## src/rtl/mac_seq_driver.sv

```systemverilog
// Initiator for the mac_unit operand protocol: feeds K activation/weight pairs one at a time,
// chaining each MAC result back in as the next addend, and returns the final dot product.
module mac_seq_driver #(
  parameter int N       = 16,
  parameter int LEN_W   = 10,
  parameter int TIMEOUT = 63
) (
  input  logic             clk,
  input  logic             rst_n,
  input  logic             start,
  input  logic [LEN_W-1:0] len_din,
  input  logic [31:0]      bias_din,
  input  logic             data_vld,
  output logic             data_rdy,
  input  logic [N-1:0]     act_din,
  input  logic [N-1:0]     wgt_din,
  output logic             addend_vld,
  output logic [31:0]      addend_dout,
  output logic             multiplicand_vld,
  output logic [N-1:0]     multiplicand_dout,
  output logic [N-1:0]     multiplier_dout,
  input  logic [31:0]      mac_din,
  input  logic             mac_din_vld,
  output logic [31:0]      result_dout,
  output logic             result_vld,
  output logic             busy,
  output logic             err
);

  localparam int TMR_W = $clog2(TIMEOUT + 1);

  typedef enum logic [1:0] {IDLE, ISSUE, WAIT, DONE} state_t;

  state_t           state_q;
  logic [31:0]      acc_q;
  logic [LEN_W-1:0] len_q;
  logic [LEN_W-1:0] cnt_q;
  logic [LEN_W-1:0] cnt_inc_s;
  logic [TMR_W-1:0] tmr_q;
  logic             addend_vld_q;
  logic [31:0]      addend_dout_q;
  logic             multiplicand_vld_q;
  logic [N-1:0]     multiplicand_dout_q;
  logic [N-1:0]     multiplier_dout_q;
  logic [31:0]      result_dout_q;
  logic             result_vld_q;
  logic             err_q;

  assign cnt_inc_s = cnt_q + LEN_W'(1);

  // Sequencer: one operation in flight; operand registers hold between issues so the
  // multiplier stays stable while mac_unit samples it during WAIT.
  always_ff @(posedge clk) begin
    if (!rst_n) begin
      state_q             <= IDLE;
      acc_q               <= 32'd0;
      len_q               <= '0;
      cnt_q               <= '0;
      tmr_q               <= '0;
      addend_vld_q        <= 1'b0;
      addend_dout_q       <= 32'd0;
      multiplicand_vld_q  <= 1'b0;
      multiplicand_dout_q <= '0;
      multiplier_dout_q   <= '0;
      result_dout_q       <= 32'd0;
      result_vld_q        <= 1'b0;
      err_q               <= 1'b0;
    end else begin
      addend_vld_q       <= 1'b0;
      multiplicand_vld_q <= 1'b0;
      result_vld_q       <= 1'b0;
      case (state_q)
        IDLE: begin
          if (start) begin
            acc_q   <= bias_din;
            len_q   <= len_din;
            cnt_q   <= '0;
            err_q   <= 1'b0;
            state_q <= (len_din != '0) ? ISSUE : DONE;
          end
        end
        ISSUE: begin
          if (data_vld) begin
            addend_vld_q        <= 1'b1;
            multiplicand_vld_q  <= 1'b1;
            addend_dout_q       <= acc_q;
            multiplicand_dout_q <= act_din;
            multiplier_dout_q   <= wgt_din;
            tmr_q               <= '0;
            state_q             <= WAIT;
          end
        end
        WAIT: begin
          if (mac_din_vld) begin
            acc_q   <= mac_din;
            cnt_q   <= cnt_inc_s;
            state_q <= (cnt_inc_s == len_q) ? DONE : ISSUE;
          end else if (tmr_q == TMR_W'(TIMEOUT - 1)) begin
            // Give up and report whatever partial sum has been accumulated.
            err_q   <= 1'b1;
            state_q <= DONE;
          end else begin
            tmr_q <= tmr_q + TMR_W'(1);
          end
        end
        DONE: begin
          result_vld_q  <= 1'b1;
          result_dout_q <= acc_q;
          state_q       <= IDLE;
        end
        default: begin
          state_q <= IDLE;
        end
      endcase
    end
  end

  assign data_rdy          = (state_q == ISSUE);
  assign busy              = (state_q != IDLE);
  assign addend_vld        = addend_vld_q;
  assign addend_dout       = addend_dout_q;
  assign multiplicand_vld  = multiplicand_vld_q;
  assign multiplicand_dout = multiplicand_dout_q;
  assign multiplier_dout   = multiplier_dout_q;
  assign result_dout       = result_dout_q;
  assign result_vld        = result_vld_q;
  assign err               = err_q;

endmodule
```

## config.mk

```make
export PLATFORM = sky130hd
export DESIGN_NAME = mac_seq_driver
export DESIGN_NICKNAME = d
export VERILOG_FILES = /design/src/rtl/mac_seq_driver.sv
export SDC_FILE = /design/constraint.sdc
export NUM_CORES = 1
export LEC_CHECK = 0
export BUFFER_PORTS_ARGS = -buffer_cell sky130_fd_sc_hd__buf_2
export CORE_UTILIZATION = 40
export DETAILED_ROUTE_END_ITERATION = 7
export PLACE_DENSITY = 0.66
export SETUP_SLACK_MARGIN = 0.05
export SLEW_MARGIN = 20
export SYNTH_ARGS = -nofsm -noshare
export SYNTH_HDL_FRONTEND = slang
export SYNTH_SLANG_ARGS = --single-unit
export TNS_END_PERCENT = 5
```

## constraint.sdc

```tcl
create_clock -name clk -period 3 [get_ports clk]
set_clock_uncertainty 0.15 [all_clocks]
set_input_delay 0.3 -clock clk [delete_from_list [all_inputs] [get_ports clk]]
set_output_delay 0.3 -clock clk [all_outputs]
set_load 0.05 [all_outputs]
```

; After elaboration in Yosys (flattened, before gate mapping)
; Index checks and enable logic that the tools add are counted.
[word_totals]
inputBits = 111
elab_cells = 61
ff_bits = 159
output_inout_bits = 102
[classes]
add_sub_neg = 2
n_eq_ne = 12
n_mux = 23
n_reduce_logical = 12
[ops]
columns = op, n
row1 = $mux W32, 2
row2 = $pmux W32 S2, 1
row3 = $mux W10, 2
row4 = $pmux W10 S2, 1
row5 = $mux W6, 3
row6 = $mux W2, 6
row7 = $ne A2 B2 Y1 const B, 6
row8 = $pmux W6 S2, 1
row9 = $add A10 B1 Y10 const B, 1
row10 = $eq A10 B10 Y1, 1
row11 = $reduce_bool A10 Y1, 1
row12 = $pmux W2 S4, 1
row13 = $reduce_and A4 Y1, 2
row14 = $add A6 B1 Y6 const B, 1
row15 = $eq A6 B6 Y1 const B, 1
row16 = $reduce_and A2 Y1, 3
row17 = $reduce_and A3 Y1, 2
row18 = $reduce_bool A2 Y1, 3
row19 = $mux W1, 5
row20 = $eq A2 B2 Y1 const B, 2
row21 = $ne A3 B3 Y1 const B, 1
row22 = $eq A2 B1 Y1 const B, 1
row23 = $logic_not A2 Y1, 1
row24 = $pmux W1 S2, 1

; Logic depth before layout (Yosys ltp)
[logic_depth]
word_depth = 5
ltp_mapped = 8
ltp_nobuf = 6

; Worst setup path before layout
; No wires, ideal clock.
[synth_timing]
kind = register to register
start = register cnt_q[0]
end = register state_q[1]
synth_period_minus_slack_ps = 2095
path_slack_ps = 905
arrival_time_ps = 1849
setup_ps = 96
path_stages_with_launch = 8
path_buffers = 1
required_time_ps = 2754
path_cell_list = dfxtp_1 ha_1 and3_1 buf_6 nand4_4 xnor2_1 or4_1 o41ai_2
[synth_via]
elab_chain_cells = 5
[synth_rtl]
columns = element, line_no
row1 = start: declaration, 37  ; logic [LEN_W-1:0] cnt_q;
row2 = start signal: assignment, 96  ; cnt_q <= cnt_inc_s;
row3 = $add A10 B1 Y10, 49  ; assign cnt_inc_s = cnt_q + LEN_W'(1);
row4 = $eq A10 B10 Y1, 97  ; state_q <= (cnt_inc_s == len_q) ? DONE : ISSUE;
row5 = $mux W2, 97
row6 = $mux W2, 94  ; if (mac_din_vld) begin
row7 = $pmux W2 S4, 72  ; case (state_q)
row8 = end signal: assignment, 79  ; state_q <= (len_din != '0) ? ISSUE : DONE;
row9 = end signal: assignment, 97
row10 = end: declaration, 34  ; state_t state_q;
; Every way passes these cells.
; A chain may end at the register's enable or synchronous reset.

; Worst setup path after layout
[layout_timing]
start = register state_q[1]
end = register acc_q[14]
[layout_via]
elab_chain_cells = 3
elab_cells_between_ends = 7
cone_classes = 3 x eq/ne / 1 x mux / 3 x reduce/logical
[layout_rtl]
columns = element, line_no
row1 = $eq A2 B2 Y1 / $logic_not A2 Y1 (equally long branches), 72
row2 = $ne A2 B2 Y1 (no source line) / $reduce_bool A2 Y1 (equally long branches), -
row3 = $reduce_and A3 Y1 (no source line), -
row4 = end signal: assignment, 75  ; acc_q <= bias_din;
row5 = end signal: assignment, 95  ; acc_q <= mac_din;
row6 = end: declaration, 35  ; logic [31:0] acc_q;
; Several ways; a longest one is shown, not always the timed one.

==> impl_metrics.toml <==
[place]
io_buffers = 212
place_congestion = 0.797
dp_hpwl_um = 11600
place_ws_ns = 0.726

[logic_synthesis]
ys.flop_type = "dfxtp_1"
ys_ff_latch = 159
synth_seq_area_share = 0.509
synthCells = 801
ys_types = 44
ys_warn_count = 0
synth_top_cells_by_area = "dfxtp_1, nand2_1, a21oi_1"
netlist_area_um2 = 6260
synthArstFlopShare = 0
synth_fp_nets = 915
avgSynthCellArea_um2 = 7.81
synth_area_leader_cell = "dfxtp_1"
synth-edff-count = 0
yosysTopAreaCellShare = 0.509

[timing]
slew_viol_final = 0
setup_tns_ns = 0
setup_viol = 0
tightest_slew_ns = 0.596
hold_violations = 0
fin_crit_sh = 0.858
clock.fmax_ghz = 0.389
min_period_ns = 2.57
hold-worst-slack_ns = 0.0126
fin_ws_ns = 0.427
rsz0062_at_grt = "no"
slew_headroom = 0.602

[power]
power_density_nw_per_um2 = 560
ir_drop_uv = 399
leakagePower_nw = 3.87

[setup_path]
cp_max_fo = 30
max_stage_delay_ns = 0.60
worst_setup_path_end_kind = "flip-flop"
path_class = "flip-flop to flip-flop"
critPathLaunchType = "flip-flop"
cp_slowest_cell = "dlygate4sd3_1"
worstPathCellList = "nor2b_2 > buf_4 > nand2_1 > a311oi_1 > dlygate4sd3_1"
regToRegStartpoint = "state_q[1]$_SDFFE_PN0P_"
reg2reg_setup_slack_ns = 0.43
worst-r2r-cell-count = 5
worst_ep_required_time_ns = 3.21
cp.arrival_ns = 2.79
timing.rr.end = "acc_q[14]$_SDFFE_PN0P_"

[die]
initial_core_util = 0.410
dieWidth_um = 127
coreArea_um2 = 15300
std_cell_rows = 45
dieArea_um2 = 16200
boundaryPins = 213
die_y_um = 127

[min_path]
min_path_type = "input pin to flip-flop"
whs_path_depth = 3
min_from = "bias_din[11]"
hold_end = "acc_q[11]$_SDFFE_PN0P_"

[run_status]
status = "completed"

[final_layout]
fillers = 1361
final_cell_mix = "nand2_1, buf_2, dfxtp_1, a21oi_1, dlygate4sd3_1"
final_layout_size_suffix_gt1_frac = 0.239
area.growth.synth_to_final_pct = 44.1
layout_commonest_cell = "nand2_1"
layout.nets = 1193
diodes = 0

[global_routing]
grt_max_degree = 73
overflow = 0
grt_pass1_vias = 6081
antenna_found_initial = 0
grt_util_all_layers = 0.235
grt_pass1_wl_um = 29800

[clocking]
cts_tree = "done"
path_clk_slew_ns = 0.06
clockBufferDepth = 2
htreeDepth = 4
numCtsBuffers = 17
cts_resized = 0
clock-sinks = 159
cts-root-buf = "clkbuf_16"
worstSkewPairLatency_ns = 0.42

[detailed_routing]
drtIter0Drc = 428
avgViaCountPerCell = 4.94
wl_per_cell_um = 14.4
ant_nets = 0
routed_wl_um = 18800
post-route-drc-count = 0
first_pass_iters = 5
vias = 6442

[run]
drv_cap = 0
[cells in the mapped netlist (all sizes together) (2+ instances only)]
cell     number
nand2       285
dfxtp       159
a21oi       116
nor2         58
clkbuf       42
a311oi       33
buf          17
o21ai        11
xnor2         9
xor2          9
inv           6
and2          5
nand3         5
nor4          5
and3          4
nor3          4
a31oi         3
ha            3
mux2i         3
nand4         3
o2111ai       3
a22oi         2
nor3b         2
or3           2
[worst max-delay path by stage]
| stage | end | start |
|---|---|---|
| after CTS | acc_q[10]$_SDFFE_PN0P_ | state_q[1]$_SDFFE_PN0P_ |
| after global placement | state_q[1]$_SDFFE_PN0P_ | cnt_q[0]$_SDFFE_PN0P_ |
| after floorplan | state_q[1]$_SDFFE_PN0P_ | cnt_q[0]$_SDFFE_PN0P_ |
| after detailed placement | state_q[1]$_SDFFE_PN0P_ | cnt_q[0]$_SDFFE_PN0P_ |
| after global routing | acc_q[14]$_SDFFE_PN0P_ | state_q[1]$_SDFFE_PN0P_ |
| final | acc_q[14]$_SDFFE_PN0P_ | state_q[1]$_SDFFE_PN0P_ |
[layout make-up]
| class | instances | area, um^2 | share of cell area |
|---|---|---|---|
| clock buffer | 23 | 468 | 0.0519 |
| clock inverter | 9 | 110 | 0.0122 |
| inverter | 6 | 25.0 | 0.00278 |
| multi-input combinational | 577 | 2820 | 0.312 |
| sequential | 159 | 3180 | 0.353 |
| tap | 211 | 264 | 0.0293 |
| timing repair buffer | 318 | 2150 | 0.238 |
[report_power, final]
group / internal (mW) / leakage, nW / switching, mW / total (mW)
sequential: 2.20 / 1.29 / 0.0727 / 2.27
clock: 1.27 / 0.273 / 0.852 / 2.12
combinational: 0.278 / 2.30 / 0.385 / 0.663
total: 3.74 / 3.87 / 1.31 / 5.05
[critical path, delay by kind of cell, from the launching register on]
family	cells	cell delay, ns
simple gates	2	0.54
flops	1	0.52
compound gates	1	0.30
buf+inv	2	1.00
[cells by family after synthesis]
kind of cell	count (synthesis)	synth area share
AND/OR/NAND/NOR	379	0.245
AO/OA/AOI/OAI	174	0.168
flip-flops	159	0.509
buffers and inverters	65	0.0434
XOR/XNOR	18	0.0252
multiplexers	3	0.00480
adder cells (fa/ha/maj)	3	0.00600
[sequential cells by signal, summed over array words and instances (netlist names)]
| name | cells |
|---|---|
| acc_q | 32 |
| addend_dout | 32 |
| cnt_q | 10 |
| err | 1 |
| len_q | 10 |
| multiplicand_dout | 16 |
| multiplicand_vld | 1 |
| multiplier_dout | 16 |
| result_dout | 32 |
| result_vld | 1 |
| state_q | 2 |
| tmr_q | 6 |
[stage by stage]
stage / utilization / cells / power [mW] / area (um^2)
global placement: 0.489 / 1174 / 2.85 / 7470
finish: 0.591 / 1303 / 5.05 / 9020
detailed placement: 0.489 / 1174 / 2.86 / 7470
global route: 0.591 / 1303 / 5.25 / 9020
CTS: 0.591 / 1303 / 5.08 / 9020
floorplan: - / 801 / 2.65 / 6260
[metal layers]
layer  track usage  routed length (um)  vias to the layer above
met5             0                   0                        -
met4        0.0875                 378                        0
met3        0.0578                1010                       33
met2         0.387                8700                      209
met1         0.298                8720                     2962
li1              -                   -                     3238
[timing repair]
item | 4_1_cts | 5_1_grt
hold endpoints to repair | 71 | 0
hold buffers | 97 | 0
buffers inserted | 0 | 0
Power figures use the tool's default switching activity.
